==> src/rtl/pipe_flow_ctrl.sv <==
// Hazard/flow controller: load-use stalls, redirects, mem wait timeout, trap halt.
// Optional perf counters: define PIPE_FLOW_CTRL_PERF_EN.
module pipe_flow_ctrl #(
  parameter int unsigned TIMEOUT  = 16,
  parameter logic [31:0] TRAP_VEC = 32'h0000_0100
) (
  input  logic        clk,
  input  logic        reset_n,
  input  logic [4:0]  rs1_ID,
  input  logic [4:0]  rs2_ID,
  input  logic [6:0]  opcode_ID,
  input  logic [4:0]  rd_EX,
  input  logic [6:0]  opcode_EX,
  input  logic        br_taken_EX,
  input  logic [31:0] target_EX,
  input  logic        trap_EX,
  input  logic        dmem_req_MEM,
  input  logic        dmem_ack,
  input  logic        restart,
  output logic        stall_IF,
  output logic        stall_ID,
  output logic        stall_EX,
  output logic        bubble_EX,
  output logic        flush_ID,
  output logic        redirect,
  output logic [31:0] redirect_pc,
  output logic        halted,
  output logic        bus_err
`ifdef PIPE_FLOW_CTRL_PERF_EN
  ,
  output logic [31:0] perf_stall,
  output logic [31:0] perf_flush,
  output logic [31:0] perf_memwait
`endif
);

  localparam logic [6:0] OP_LUI    = 7'b0110111;
  localparam logic [6:0] OP_AUIPC  = 7'b0010111;
  localparam logic [6:0] OP_JAL    = 7'b1101111;
  localparam logic [6:0] OP_JALR   = 7'b1100111;
  localparam logic [6:0] OP_BRANCH = 7'b1100011;
  localparam logic [6:0] OP_LOAD   = 7'b0000011;
  localparam logic [6:0] OP_STORE  = 7'b0100011;
  localparam logic [6:0] OP_REG    = 7'b0110011;

  localparam logic [7:0] WAIT_LAST = 8'(TIMEOUT - 1);

  typedef enum logic [1:0] {
    RUN      = 2'd0,
    MEM_WAIT = 2'd1,
    TRAP     = 2'd2
  } state_e;

  state_e     state_q, state_d;
  logic [7:0] wait_cnt_q, wait_cnt_d;
  logic       bus_err_q, bus_err_d;

  logic rs1_use, rs2_use, load_use, redir_ex;
  logic s_if, s_id, s_ex, bub, fl, rdr, hlt;
  logic [31:0] rpc;

  // Operand usage and hazard detection for the ID/EX pair
  always_comb begin
    rs1_use = (opcode_ID != OP_LUI) &&
              (opcode_ID != OP_AUIPC) &&
              (opcode_ID != OP_JAL);
    rs2_use = (opcode_ID == OP_REG) ||
              (opcode_ID == OP_STORE) ||
              (opcode_ID == OP_BRANCH);
    load_use = (opcode_EX == OP_LOAD) &&
               (rd_EX != 5'd0) &&
               ((rs1_use && (rs1_ID == rd_EX)) ||
                (rs2_use && (rs2_ID == rd_EX)));
    redir_ex = ((opcode_EX == OP_BRANCH) && br_taken_EX) ||
               (opcode_EX == OP_JAL) ||
               (opcode_EX == OP_JALR);
  end

  // Next state and Mealy outputs; outputs forced low during reset
  always_comb begin
    state_d    = state_q;
    wait_cnt_d = wait_cnt_q;
    bus_err_d  = bus_err_q;
    s_if = 1'b0;
    s_id = 1'b0;
    s_ex = 1'b0;
    bub  = 1'b0;
    fl   = 1'b0;
    rdr  = 1'b0;
    hlt  = 1'b0;
    rpc  = 32'h0;
    case (state_q)
      RUN: begin
        if (trap_EX) begin
          s_if    = 1'b1;
          fl      = 1'b1;
          bub     = 1'b1;
          state_d = TRAP;
        end else if (dmem_req_MEM && !dmem_ack) begin
          s_if       = 1'b1;
          s_id       = 1'b1;
          s_ex       = 1'b1;
          wait_cnt_d = 8'd1;
          state_d    = MEM_WAIT;
        end else if (redir_ex) begin
          rdr = 1'b1;
          rpc = target_EX;
          fl  = 1'b1;
          bub = 1'b1;
        end else if (load_use) begin
          s_if = 1'b1;
          s_id = 1'b1;
          bub  = 1'b1;
        end
      end
      MEM_WAIT: begin
        if (dmem_ack) begin
          wait_cnt_d = 8'd0;
          state_d    = RUN;
        end else begin
          s_if = 1'b1;
          s_id = 1'b1;
          s_ex = 1'b1;
          if (wait_cnt_q == WAIT_LAST) begin
            bus_err_d = 1'b1;
            state_d   = TRAP;
          end else if (wait_cnt_q != 8'hFF) begin
            wait_cnt_d = wait_cnt_q + 8'd1;
          end
        end
      end
      TRAP: begin
        if (restart) begin
          rdr     = 1'b1;
          rpc     = TRAP_VEC;
          fl      = 1'b1;
          bub     = 1'b1;
          state_d = RUN;
        end else begin
          hlt  = 1'b1;
          s_if = 1'b1;
          s_id = 1'b1;
          s_ex = 1'b1;
        end
      end
      default: state_d = RUN;
    endcase
  end

  // Output gating: nothing escapes while reset is held
  always_comb begin
    stall_IF    = reset_n & s_if;
    stall_ID    = reset_n & s_id;
    stall_EX    = reset_n & s_ex;
    bubble_EX   = reset_n & bub;
    flush_ID    = reset_n & fl;
    redirect    = reset_n & rdr;
    halted      = reset_n & hlt;
    bus_err     = reset_n & bus_err_q;
    redirect_pc = reset_n ? rpc : 32'h0;
  end

  // State, wait counter and sticky bus error
  always_ff @(posedge clk) begin
    if (!reset_n) begin
      state_q    <= RUN;
      wait_cnt_q <= 8'd0;
      bus_err_q  <= 1'b0;
    end else begin
      state_q    <= state_d;
      wait_cnt_q <= wait_cnt_d;
      bus_err_q  <= bus_err_d;
    end
  end

`ifdef PIPE_FLOW_CTRL_PERF_EN
  logic [31:0] perf_stall_q, perf_flush_q, perf_memwait_q;
  logic        memwait_cyc;

  // Memory-wait cycles include the entry cycle that raised the stall
  assign memwait_cyc = (state_q == MEM_WAIT) ||
                       (state_d == MEM_WAIT);

  // Free-running event counters, wrap naturally
  always_ff @(posedge clk) begin
    if (!reset_n) begin
      perf_stall_q   <= 32'h0;
      perf_flush_q   <= 32'h0;
      perf_memwait_q <= 32'h0;
    end else begin
      perf_stall_q   <= perf_stall_q + {31'h0, stall_IF};
      perf_flush_q   <= perf_flush_q + {31'h0, flush_ID};
      perf_memwait_q <= perf_memwait_q + {31'h0, memwait_cyc};
    end
  end

  assign perf_stall   = perf_stall_q;
  assign perf_flush   = perf_flush_q;
  assign perf_memwait = perf_memwait_q;
`endif

endmodule

==> config.mk <==
export PLATFORM = sky130hd
export DESIGN_NAME = pipe_flow_ctrl
export DESIGN_NICKNAME = d
export VERILOG_FILES = /design/src/rtl/pipe_flow_ctrl.sv
export SDC_FILE = /design/constraint.sdc
export NUM_CORES = 1
export LEC_CHECK = 0
export ABC_AREA = 1
export ABC_CLOCK_PERIOD_IN_PS = 1800
export BUFFER_PORTS_ARGS = -buffer_cell sky130_fd_sc_hd__buf_2
export CAP_MARGIN = 15
export CORE_MARGIN = 1.5
export CORE_UTILIZATION = 39
export CTS_CLUSTER_DIAMETER = 120
export DETAILED_ROUTE_END_ITERATION = 8
export GPL_TIMING_DRIVEN = 0
export PLACE_DENSITY = 0.81
export SLEW_MARGIN = 0
export SYNTH_ARGS = -nofsm -noshare
export SYNTH_HDL_FRONTEND = slang
export SYNTH_SLANG_ARGS = --single-unit
==> constraint.sdc <==
create_clock -name clk -period 1.8 [get_ports clk]
set_input_delay 0.18 -clock clk [delete_from_list [all_inputs] [get_ports clk]]
set_output_delay 0.18 -clock clk [all_outputs]
set_load 0.01 [all_outputs]
Word level (Yosys, flattened, before mapping)
Index checks and enable logic that the tools add are counted.
{"block": "op_classes", "mux": 42, "n_reduce_logical": 20, "bitwise_logic": 9, "addsub": 1, "n_lt_le_gt_ge": 0, "div": 0, "multipliers": 0, "n_eq_ne": 23, "n_shift": 0}
{"cell": "$mux W32", "count": 4}
{"cell": "$pmux W32 S2", "count": 1}
{"cell": "$mux W8", "count": 5}
{"cell": "$eq A7 B7 Y1 const B", "count": 4}
{"cell": "$mux W1", "count": 18}
{"cell": "$pmux W8 S2", "count": 1}
{"cell": "$eq A7 B6 Y1 const B", "count": 2}
{"cell": "$ne A3 B3 Y1 const B", "count": 4}
{"cell": "$eq A5 B5 Y1", "count": 2}
{"cell": "$mux W2", "count": 5}
{"cell": "$mux W9", "count": 1}
{"cell": "$pmux W1 S3", "count": 3}
{"cell": "$add A8 B1 Y8 const B", "count": 1}
{"cell": "$and A1 B1 Y1", "count": 8}
{"cell": "$eq A8 B4 Y1 const B", "count": 1}
{"cell": "$logic_and A1 B1 Y1", "count": 8}
{"cell": "$ne A8 B8 Y1 const B", "count": 1}
{"cell": "$eq A7 B2 Y1 const B", "count": 1}
{"cell": "$ne A7 B5 Y1 const B", "count": 1}
{"cell": "$ne A7 B6 Y1 const B", "count": 1}
{"cell": "$ne A7 B7 Y1 const B", "count": 1}
{"cell": "$ne A2 B2 Y1 const B", "count": 3}
{"cell": "$pmux W1 S2", "count": 3}
{"cell": "$pmux W2 S3", "count": 1}
{"cell": "other kinds (10)", "count": 15}
{"block": "word_totals", "in_bits": 68, "ramBits": 0, "latchBits": 0, "reg_bits": 11, "mem_bits_ro": 0, "output_inout_bits": 40, "elab_cells": 98, "memories": 0}

Depth between registers and ports, before layout
Gate-level depths: netlist of the first run.
{"block": "depth", "depth_word": 12, "depth_mapped": 11, "depth_no_buf": 11}

Worst setup path before layout of the first run
OpenSTA, ideal clock, no wires.
{"block": "synth_path", "path_kind": "register -> output", "startpoint": "register state_q[1]", "endpoint": "output port redirect_pc[8]", "required_time_ns": 1.620, "path_slack_ns": 0.281, "stages_incl_launch_ff": 10, "path_buffers": 0, "arrival_time_ns": 1.339, "path_cell_list": "dfxtp_1 -> nor2_2 -> inv_1 -> nor2_1 -> inv_1 -> nor2_1 -> inv_1 -> nand2_1 -> inv_1 -> a211oi_1"}
{"block": "synth_via", "elab_chain_cells": 3, "word_cells_on_any_way": 4, "classes_between": "eq/ne: 1; mux: 2; reduce/logical: 1"}
{"element": "start: declaration", "line_no": "54", "rtl": "state_e state_q, state_d;"}
{"element": "start signal: assignment", "line_no": "170", "rtl": "state_q <= state_d;"}
{"element": "$eq A2 B2 Y1 or $logic_not A2 Y1 (tied branches)", "line_no": "92", "rtl": "case (state_q)"}
{"element": "$pmux W32 S2 *", "line_no": "92"}
{"element": "$mux W32 *", "line_no": "160", "rtl": "redirect_pc = reset_n ? rpc : 32'h0;"}
{"element": "end: declaration", "line_no": "26", "rtl": "output logic [31:0] redirect_pc,"}
Mark *: on every way between the ends. The rest lies on a longest branch, timed or not.

Final worst setup path of the first run
{"block": "layout_path", "startpoint": "register state_q[1]", "endpoint": "output port redirect_pc[26]"}
Same word-level chain as after synthesis.

==> reports/results.ini, run 1 <==
[status]
status=finished clean

[timing]
final_min_period_over_clock_period_pct=97.76
final.setup_skew_ps=3.180
max_slew_margin_pct=70.38
final_period_minus_worst_setup_slack_ps=1760
finalSetupViolations=0
final-hold-violation-count=0
fin_hold_ws_ps=236.7
worst_pin_slew_ps=444.2
timing.final.max_slew_violations=0
setup_repair_after_global_routing_missed_its_margin=true
setup_slack_ps=40.24
timing.setup.tns_ps=0
max_freq_mhz=568.3

[clock_network]
cts_inserted_buffers=3
sinks_on_the_clock_net=11
cts-htree-levels=1
cts_buffer_depth=2
worstSkewPairLatency_ps=270
cts_tree=yes
cts-root-buf=sky130_fd_sc_hd__clkbuf_4
clk_pin_slew_worst_paths_ps=70

[synthesis]
top_area_cell_type_share_of_the_netlist_area_pct=18.79
syn-instance-count=254
avgSynthCellArea_um2=5.113
synth.net_count=323
synth.yosys.seq_area_share_pct=16.96
syn_area_mm2=0.001299
synth_area_leader=sky130_fd_sc_hd__inv_1
netlist-cell-type-count=25
synth.ff_latch_count=11
yosys-top-cells-area=sky130_fd_sc_hd__inv_1 19%, sky130_fd_sc_hd__dfxtp_1 17%, sky130_fd_sc_hd__nand2_1 16%
ys.warnings.count=0

[grt]
number_of_global_route_vias_before_repair=1453
grt_first_pass_wirelength_mm=5.747
gr-usage-met3_pct=5.330
grt_max_degree=11
grt_overflow=0
initial_antenna_violation_count=0
global_route.usage.met2_pct=36.56
grt-busiest-layer=met2
grt_util_met1_pct=23.42
grt_util_all_layers_pct=20.14

[route]
routed_wl_mm=4.057
drt_drc_violations_left=0
drt_iter0_markers=57
drt_pre_antenna_iters=4
detail-route-antenna-nets=0
via_per_inst=4.446
avgRoutedWirePerCell_um=9.776
route.vias.total=1845

[floorplan]
core_area_mm2=0.003103
boundaryPins=108
floorplan.die_area_mm2=0.003685
die_y_um=60.71
start_util_pct=41.85
rows=20
die_width_um=60.71

[setup_path]
critical_path_required_ps=1620
timing.critical_path.to=redirect_pc[26]
worst-r2r-setup-slack_ps=230
critical_path.endpoint_type=primary output
worst-setup-path-type=flip-flop to primary output
worst_r2r_startpoint=wait_cnt_q[0]$_SDFFE_PN0P_
critPathMaxFanout=6
worstReg2RegEnd=wait_cnt_q[4]$_SDFFE_PN0P_
setup_crit_start=state_q[1]$_SDFFE_PN0P_
timing.critical_path.arrival_ps=1580
worst_r2r_path_depth=11
start_kind=flip-flop

[cells_and_area]
total_area_of_multi_input_combinational_cells_um2=890.9
fillerInstances=301
antennaDiodeCount=0
regArea_um2=227.7
post_route_cells_drive_above_1_share_pct=42.05
nNetsFinal=441
areaGrowthSynthToFinish_pct=59.63
final_util_pct=66.81
final_common_cell=sky130_fd_sc_hd__buf_2
post_layout_nonfiller_instances=415
final_cell_mix=107 x sky130_fd_sc_hd__buf_2, 63 x sky130_fd_sc_hd__inv_1, 53 x sky130_fd_sc_hd__nand2_1, 36 x sky130_fd_sc_hd__nor2_1, 15 x sky130_fd_sc_hd__nor2_2

[placed_design]
detailedPlace.worstSlack_ps=71.93
numPlacedInstances=405
port-buffer-count=107
post-dp-hpwl_mm=3.243
gpl.final_weighted_congestion=0.8950

[pwr]
p_per_area_mw_per_mm2=334.5
vdd_drop_max_mv=0.2514
p_leak_nw=1.290

[worst_hold_path]
min_path_type=primary input to flip-flop
min_delay_path_depth=3

[run]
max_cap_viols=0

==> repair_timing <==
action	CTS	global route
pin swaps	1	4
endpoints found under the setup margin	32	33
gates resized for setup	7	36
cloned	0	3
setup buffers	1	2
hold buffers	0	0
==> worst max-delay path, cell delays in order, from the launching register on <==
cell                      delay (ps)
sky130_fd_sc_hd__dfxtp_4         360
sky130_fd_sc_hd__nor2_4          120
sky130_fd_sc_hd__inv_2            60
sky130_fd_sc_hd__nor2_4          110
sky130_fd_sc_hd__inv_2            60
sky130_fd_sc_hd__nor2_4          110
sky130_fd_sc_hd__nand2_4          90
sky130_fd_sc_hd__buf_4           160
sky130_fd_sc_hd__nor2_1           90
sky130_fd_sc_hd__buf_2           140
==> how the worst min path moves through the flow <==
stage | start | end | slack [ps]
final | reset_n | bus_err_q$_SDFFE_PN0P_ | 240
after global routing | reset_n | bus_err_q$_SDFFE_PN0P_ | 250
after CTS | reset_n | bus_err_q$_SDFFE_PN0P_ | 200
after detailed placement | bus_err_q$_SDFFE_PN0P_ | bus_err_q$_SDFFE_PN0P_ | 450
after global placement | bus_err_q$_SDFFE_PN0P_ | bus_err_q$_SDFFE_PN0P_ | 440
after floorplan | reset_n | bus_err_q$_SDFFE_PN0P_ | 310
==> per-stage QoR <==
step,power (mW),instance area [um2]
finish,0.6935,2073
global route,0.7462,2073
CTS,0.6769,1941
detailed placement,0.5012,1889
global placement,0.4971,1889
floorplan,0.3871,1299
==> Yosys cell counts <==
master                      number
sky130_fd_sc_hd__o22ai_1         1
sky130_fd_sc_hd__nand2_2         5
sky130_fd_sc_hd__nor2_4          2
sky130_fd_sc_hd__o2111ai_1       1
sky130_fd_sc_hd__o21ai_1         2
sky130_fd_sc_hd__ha_1            1
sky130_fd_sc_hd__a21oi_4         1
sky130_fd_sc_hd__inv_1          65
sky130_fd_sc_hd__dfxtp_1        11
sky130_fd_sc_hd__xor2_1          3
sky130_fd_sc_hd__buf_2           3
sky130_fd_sc_hd__a31oi_1         2
sky130_fd_sc_hd__nor2_2          2
sky130_fd_sc_hd__a21oi_1        14
sky130_fd_sc_hd__xnor2_1         4
sky130_fd_sc_hd__a211oi_1        1
sky130_fd_sc_hd__nor2_1         54
sky130_fd_sc_hd__nor4_1          1
sky130_fd_sc_hd__clkbuf_1        1
sky130_fd_sc_hd__nor3_2          1
sky130_fd_sc_hd__nor3_1          8
sky130_fd_sc_hd__o21ai_0         3
sky130_fd_sc_hd__nand3_1        12
sky130_fd_sc_hd__inv_2           2
sky130_fd_sc_hd__nand2_1        54
==> flip-flops by register name, indices dropped and copies added, names as in the netlist <==
name	cells
wait_cnt_q	8
bus_err_q	1
state_q	2
==> report_power, final <==
part           leakage (nW)  total [mW]  switching (mW)  internal, mW
clock                0.0150       0.168          0.0822        0.0860
sequential           0.0904       0.255         0.00717         0.248
combinational          1.18       0.270           0.145         0.125
total                  1.29       0.693           0.234         0.459
==> per-layer routing <==
layer  wire (um)  share of wire (%)
met3         273                6.7
met4          55                1.4
met5           0                  0
met2        1964                 48
met1        1763                 43
==> logic make-up after synthesis <==
group	count (synthesis)	synth area share (%)
and+or+nand+nor	139	45.28
AOI/OAI and AO/OA	25	11.27
adders and majority gates	1	0.9632
buffers and inverters	71	20.81
DFF	11	16.96
xor gates and xnor gates	7	4.721
==> area by class of cell <==
cell class / count / area share, %
Multi-Input combinational cell: 172 / 42.97
Buffer: 4 / 1.810
Clock buffer: 4 / 1.267
Inverter: 67 / 12.13
Timing Repair Buffer: 113 / 28.18
Tap cell: 44 / 2.655
Sequential cell: 11 / 10.98
Power figures use the tool's default switching activity.
==> run 2: changes to the inputs <==
- PLACE_DENSITY: 0.81 -> 0.77
==> reports/results.ini, run 2 (synthesis gave the netlist of run 1 again) <==
[cells_and_area]
post_layout_nonfiller_instances=416  ; +0.24%
post_route_cells_drive_above_1_share_pct=44.35  ; +2.3 points
areaGrowthSynthToFinish_pct=70.42
antennaDiodeCount=0  ; unchanged
final_common_cell=sky130_fd_sc_hd__buf_2
top_register=wait_cnt_q
top_regs=wait_cnt_q x8, state_q x2, bus_err_q x1
final_cell_mix=99 x sky130_fd_sc_hd__buf_2, 62 x sky130_fd_sc_hd__inv_1, 53 x sky130_fd_sc_hd__nand2_1, 29 x sky130_fd_sc_hd__nor2_1, 15 x sky130_fd_sc_hd__nor2_4
fillerInstances=294  ; -2.3%
final_cell_area_mm2=0.002213  ; +6.8%
nNetsFinal=442  ; +0.23%
largest_register_ff_count=8  ; unchanged

[placed_design]
post-dp-hpwl_mm=3.080  ; -5.0%
numPlacedInstances=405  ; unchanged
placed_area_mm2=0.001889  ; unchanged
port-buffer-count=107  ; unchanged
gpl.final_weighted_congestion=0.8772  ; -2.0%

[grt]
grt_overflow=0  ; unchanged
grt_util_met1_pct=23.20  ; -0.23 points
grt_first_pass_wirelength_mm=5.644  ; -1.8%
grt_util_all_layers_pct=19.80  ; -0.34 points
grt-busiest-layer=met2
number_of_global_route_vias_before_repair=1449  ; -0.28%
global_route.usage.met2_pct=35.18  ; -1.4 points
grt_max_degree=11  ; unchanged
initial_antenna_violation_count=0  ; unchanged
gr-usage-met3_pct=5.544  ; +0.21 points

[setup_path]
critPathMaxStageDelay_ps=360  ; about the same
start_kind=flip-flop
worst-setup-path-type=flip-flop to primary output
critical-path-slowest-cell=sky130_fd_sc_hd__dfxtp_4
critical_path_required_ps=1620  ; about the same
critPathBufInv=4  ; unchanged
timing.critical_path.arrival_ps=1610  ; +30 ps
critical_path.endpoint_type=primary output
critPathMaxFanout=6  ; unchanged
critPathMostFrequentCell=sky130_fd_sc_hd__nor2_4
critPathTopFamily=simple AND/OR/NAND/NOR gates
critical_path.cell_chain=nor2_4 -> inv_2 -> nor2_4 -> inv_2 -> nor2_4 -> nand2_4 -> buf_6 -> nor2_1 -> buf_2

[timing]
worst_pin_slew_ps=425.0  ; -19.26 ps
fin_hold_ws_ps=248.4  ; +11.69 ps
max_freq_mhz=559.0  ; -1.6%
final-hold-violation-count=0  ; unchanged
finalSetupViolations=0  ; unchanged
final.setup_skew_ps=3.785  ; +0.6049 ps
max_slew_margin_pct=71.67  ; +1.3 points
final_period_minus_worst_setup_slack_ps=1789  ; +29.24 ps
final_min_period_over_clock_period_pct=99.39  ; +1.6 points
setup_repair_after_global_routing_missed_its_margin=true
timing.final.max_slew_violations=0  ; unchanged

[clock_network]
cts-htree-levels=1  ; unchanged
cts_inserted_buffers=3  ; unchanged
worstSkewPairLatency_ps=270  ; about the same
post_cts_hold_buffers=0  ; unchanged
cts_tree=yes
sinks_on_the_clock_net=11  ; unchanged
cts_buffer_depth=2  ; unchanged
clk_pin_slew_worst_paths_ps=70  ; about the same
cts-root-buf=sky130_fd_sc_hd__clkbuf_4

[route]
routed_wl_mm=4.134  ; +1.9%
avgRoutedWirePerCell_um=9.938  ; +1.7%
drt_pre_antenna_iters=4  ; unchanged
drt_drc_violations_left=0  ; unchanged
detail-route-antenna-nets=0  ; unchanged
route.vias.total=1859  ; +0.76%
via_per_inst=4.469  ; +0.52%
drt_iter0_markers=41  ; -28%

[pwr]
p_per_area_mw_per_mm2=315.5  ; -5.7%
p_leak_nw=1.313  ; +1.8%
total_power_mw=0.6983  ; +0.70%
vdd_drop_max_mv=0.2646  ; +5.3%

[floorplan]
boundaryPins=108  ; unchanged
floorplan.die_area_mm2=0.003685  ; unchanged
die_y_um=60.71  ; unchanged
core_area_mm2=0.003103  ; unchanged
rows=20  ; unchanged
start_util_pct=41.85  ; unchanged
die_width_um=60.71  ; unchanged

[run]
max_cap_viols=0  ; unchanged

[worst_hold_path]
min_path_type=primary input to flip-flop

[status]
status=finished clean

-- run 2: cell types whose count changed in the layout (fill, tap and decap cells not counted), moves of 7 or more --
cell / delta
sky130_fd_sc_hd__nor2_4: +8
sky130_fd_sc_hd__nor2_1: -7
sky130_fd_sc_hd__buf_2: -8
sky130_fd_sc_hd__buf_6: +8
-- run 2: cell type report --
cell class | count | area [um2] | area share, %
well taps | 44 | 55.05 | 2.487
clock buffers | 4 | 26.28 | 1.187
repair buffers | 114 | 663.1 | 29.96
flip-flops and latches | 11 | 227.7 | 10.29
inverters | 67 | 251.5 | 11.36
multi-input cells | 172 | 948.4 | 42.85
plain buffers | 4 | 41.29 | 1.865
-- run 2: power by group --
part	switching (mW)	leakage [nW]	internal [mW]
clock	0.0781	0.0150	0.0858
combinational	0.151	1.21	0.129
sequential	0.00722	0.0904	0.248
-- run 2: repair_timing --
item / CTS / global route
resized for setup: 12 / 56
pin swaps: 4 / 4
setup buffers: 1 / 3
gates cloned: 0 / 3
endpoints found under the setup margin: 32 / 33
-- run 2: stage by stage --
| step | setup slack (ps) | setup TNS, ps | utilization (%) |
|---|---|---|---|
| 3_3_place_gp | 76.15 | 0 | 60.89 |
| 5_1_grt | -86.21 | -583.5 | 71.33 |
| 3_5_place_dp | 88.87 | 0 | 60.89 |
| 2_1_floorplan | 280.7 | 0 | - |
| 6_report | 11.00 | 0 | 71.33 |
| 4_1_cts | 6.546 | 0 | 62.98 |
-- run 2: final timing paths --
kind	start	end	slack [ps]	cells after the start
hold reg to reg	bus_err_q$_SDFFE_PN0P_	bus_err_q$_SDFFE_PN0P_	460	2
setup reg to reg	wait_cnt_q[0]$_SDFFE_PN0P_	wait_cnt_q[3]$_SDFFE_PN0P_	250	9
hold / removal	reset_n	bus_err_q$_SDFFE_PN0P_	250	3
setup / recovery	state_q[1]$_SDFFE_PN0P_	redirect_pc[21]	10	9
-- run 2: worst min-delay path, stage by stage --
cell and delay [ps]:
sky130_fd_sc_hd__buf_2 150, sky130_fd_sc_hd__nand2_1 90, sky130_fd_sc_hd__o21ai_0 60
-- run 2: layer usage --
layer | routed length, um | share of wire (%) | up-vias
li1 | - | - | 989
met1 | 1714 | 41 | 787
met4 | 38 | 0.92 | 0
met2 | 2073 | 50 | 79
met5 | 0 | 0 | -
met3 | 307 | 7.4 | 4
==> run 3: changes to the inputs <==
- SETUP_SLACK_MARGIN: not set -> 0.02
==> reports/results.ini, run 3 (synthesis gave the netlist of run 1 again) <==
[status]
status=finished clean

[floorplan]
floorplan.die_area_mm2=0.003685  ; unchanged
rows=20  ; unchanged
start_util_pct=41.85  ; unchanged
boundaryPins=108  ; unchanged
core_area_mm2=0.003103  ; unchanged
die_width_um=60.71  ; unchanged
die_y_um=60.71  ; unchanged

[setup_path]
start_kind=flip-flop
critical_path.cell_chain=nor2_4 -> inv_2 -> nor2_4 -> inv_2 -> nor2_4 -> nand2_4 -> buf_6 -> nor2_1 -> buf_2
critPathBufInv=4  ; unchanged
timing.critical_path.to=redirect_pc[21]
critPathMostFrequentCell=sky130_fd_sc_hd__nor2_4
setup_crit_start=state_q[1]$_SDFFE_PN0P_
critPathMaxFanout=6  ; unchanged
critPathMaxStageDelay_ps=360  ; about the same
timing.critical_path.arrival_ps=1610  ; about the same
critical_path_depth=9  ; unchanged
worst_r2r_startpoint=wait_cnt_q[0]$_SDFFE_PN0P_
critPathTopFamily=simple AND/OR/NAND/NOR gates
worst_r2r_path_depth=9  ; unchanged
worst-setup-path-type=flip-flop to primary output
critical_path.endpoint_type=primary output
worstReg2RegEnd=wait_cnt_q[3]$_SDFFE_PN0P_
critical_path_required_ps=1620  ; about the same
critical-path-slowest-cell=sky130_fd_sc_hd__dfxtp_4
worst-r2r-setup-slack_ps=240  ; about the same

[timing]
final_period_minus_worst_setup_slack_ps=1794  ; +5.202 ps
timing.final.max_slew_violations=0  ; unchanged
max_slew_margin_pct=71.54  ; -0.13 points
final-hold-violation-count=0  ; unchanged
max_freq_mhz=557.4  ; -0.29%
setup_repair_after_global_routing_missed_its_margin=true
finalSetupViolations=0  ; unchanged
final_min_period_over_clock_period_pct=99.68  ; +0.29 points
worst_pin_slew_ps=426.9  ; +1.898 ps
final.setup_skew_ps=3.274  ; -0.5114 ps
fin_hold_ws_ps=244.9  ; -3.511 ps

[pwr]
vdd_drop_max_mv=0.2693  ; +1.8%
p_leak_nw=1.315  ; +0.10%
p_per_area_mw_per_mm2=314.8  ; -0.22%

[route]
routed_wl_mm=4.170  ; +0.87%
drt_iter0_markers=42  ; +2.4%
drt_pre_antenna_iters=4  ; unchanged
detail-route-antenna-nets=0  ; unchanged
avgRoutedWirePerCell_um=10.02  ; +0.87%
drt_drc_violations_left=0  ; unchanged
via_per_inst=4.493  ; +0.54%
route.vias.total=1869  ; +0.54%

[cells_and_area]
post_route_cells_drive_above_1_share_pct=44.89  ; +0.54 points
post_layout_nonfiller_instances=416  ; unchanged
total_area_of_multi_input_combinational_cells_um2=960.9  ; +1.3%
final_cell_area_mm2=0.002238  ; +1.1%
nNetsFinal=442  ; unchanged
fillerInstances=287  ; -2.4%
top_register=wait_cnt_q
top_regs=wait_cnt_q x8, state_q x2, bus_err_q x1
areaGrowthSynthToFinish_pct=72.35
final_cell_mix=97 x sky130_fd_sc_hd__buf_2, 61 x sky130_fd_sc_hd__inv_1, 52 x sky130_fd_sc_hd__nand2_1, 29 x sky130_fd_sc_hd__nor2_1, 17 x sky130_fd_sc_hd__nor2_4
final_common_cell=sky130_fd_sc_hd__buf_2
regArea_um2=227.7  ; unchanged
antennaDiodeCount=0  ; unchanged
largest_register_ff_count=8  ; unchanged

[grt]
grt_util_all_layers_pct=19.89  ; +0.087 points
number_of_global_route_vias_before_repair=1454  ; +0.35%
grt_overflow=0  ; unchanged
grt_max_degree=11  ; unchanged
grt_first_pass_wirelength_mm=5.664  ; +0.35%
initial_antenna_violation_count=0  ; unchanged

[clock_network]
sinks_on_the_clock_net=11  ; unchanged
cts_buffer_depth=2  ; unchanged
cts-htree-levels=1  ; unchanged
cts-root-buf=sky130_fd_sc_hd__clkbuf_4
cts_inserted_buffers=3  ; unchanged
clk_pin_slew_worst_paths_ps=70  ; about the same
cts_tree=yes
post_cts_hold_buffers=0  ; unchanged
worstSkewPairLatency_ps=270  ; about the same

[run]
max_cap_viols=0  ; unchanged

[placed_design]
placed_area_mm2=0.001889  ; unchanged
numPlacedInstances=405  ; unchanged
port-buffer-count=107  ; unchanged
post-dp-hpwl_mm=3.080  ; unchanged
gpl.final_weighted_congestion=0.8772  ; unchanged

[worst_hold_path]
min_path_type=primary input to flip-flop

==> run 3: cell counts in the layout (fill, tap and decap cells not counted) <==
Identical to the previous run, type by type.
==> run 3: cell type report <==
type                            instances  share of cell area, %
Sequential cell                        11                  10.17
Clock buffer                            4                  1.174
Multi-Input combinational cell        172                  42.93
Tap cell                               44                  2.459
Timing Repair Buffer                  114                  30.18
Inverter                               67                  11.24
Buffer                                  4                  1.845
==> run 3: metal layers <==
| metal | routed length [um] | GRT usage (%) | up-vias |
|---|---|---|---|
| met5 | 0 | 0 | - |
| met4 | 46 | 5.590 | 0 |
| met3 | 302 | 5.544 | 6 |
| met2 | 2120 | 35.48 | 75 |
| met1 | 1700 | 23.20 | 796 |
| li1 | - | - | 992 |
==> run 3: worst min path at each step <==
stage	from	to	slack (ps)	depth (start not counted)
final	reset_n	bus_err_q$_SDFFE_PN0P_	240	3
after global routing	reset_n	bus_err_q$_SDFFE_PN0P_	270	3
after CTS	reset_n	bus_err_q$_SDFFE_PN0P_	220	3
after detailed placement	bus_err_q$_SDFFE_PN0P_	bus_err_q$_SDFFE_PN0P_	450	2
after global placement	bus_err_q$_SDFFE_PN0P_	bus_err_q$_SDFFE_PN0P_	450	2
after floorplan	reset_n	bus_err_q$_SDFFE_PN0P_	310	2
==> run 3: what timing repair did <==
action,CTS,global route
gates cloned,0,3
buffers inserted,1,3
pin swaps,4,4
resized for setup,14,60
setup endpoints to repair,32,33
==> run 3: power by group <==
part / switching, mW / internal [mW]
Sequential: 0.00726 / 0.248
Combinational: 0.153 / 0.129
Clock: 0.0818 / 0.0859
==> run 3: worst min-delay path, cell delays in order <==
cell and delay [ps]:
sky130_fd_sc_hd__buf_2 150, sky130_fd_sc_hd__nand2_1 90, sky130_fd_sc_hd__o21ai_0 60
==> run 3: stage by stage <==
step,setup slack [ps],total power [mW],setup TNS (ps),utilization [%]
final,5.802,0.7047,0,72.14
after global routing,-86.13,0.7601,-575.2,72.14
after CTS,41.53,0.6771,0,63.15
after detailed placement,88.87,0.4988,0,60.89
after global placement,76.15,0.4956,0,60.89
after floorplan,280.7,0.3871,0,-
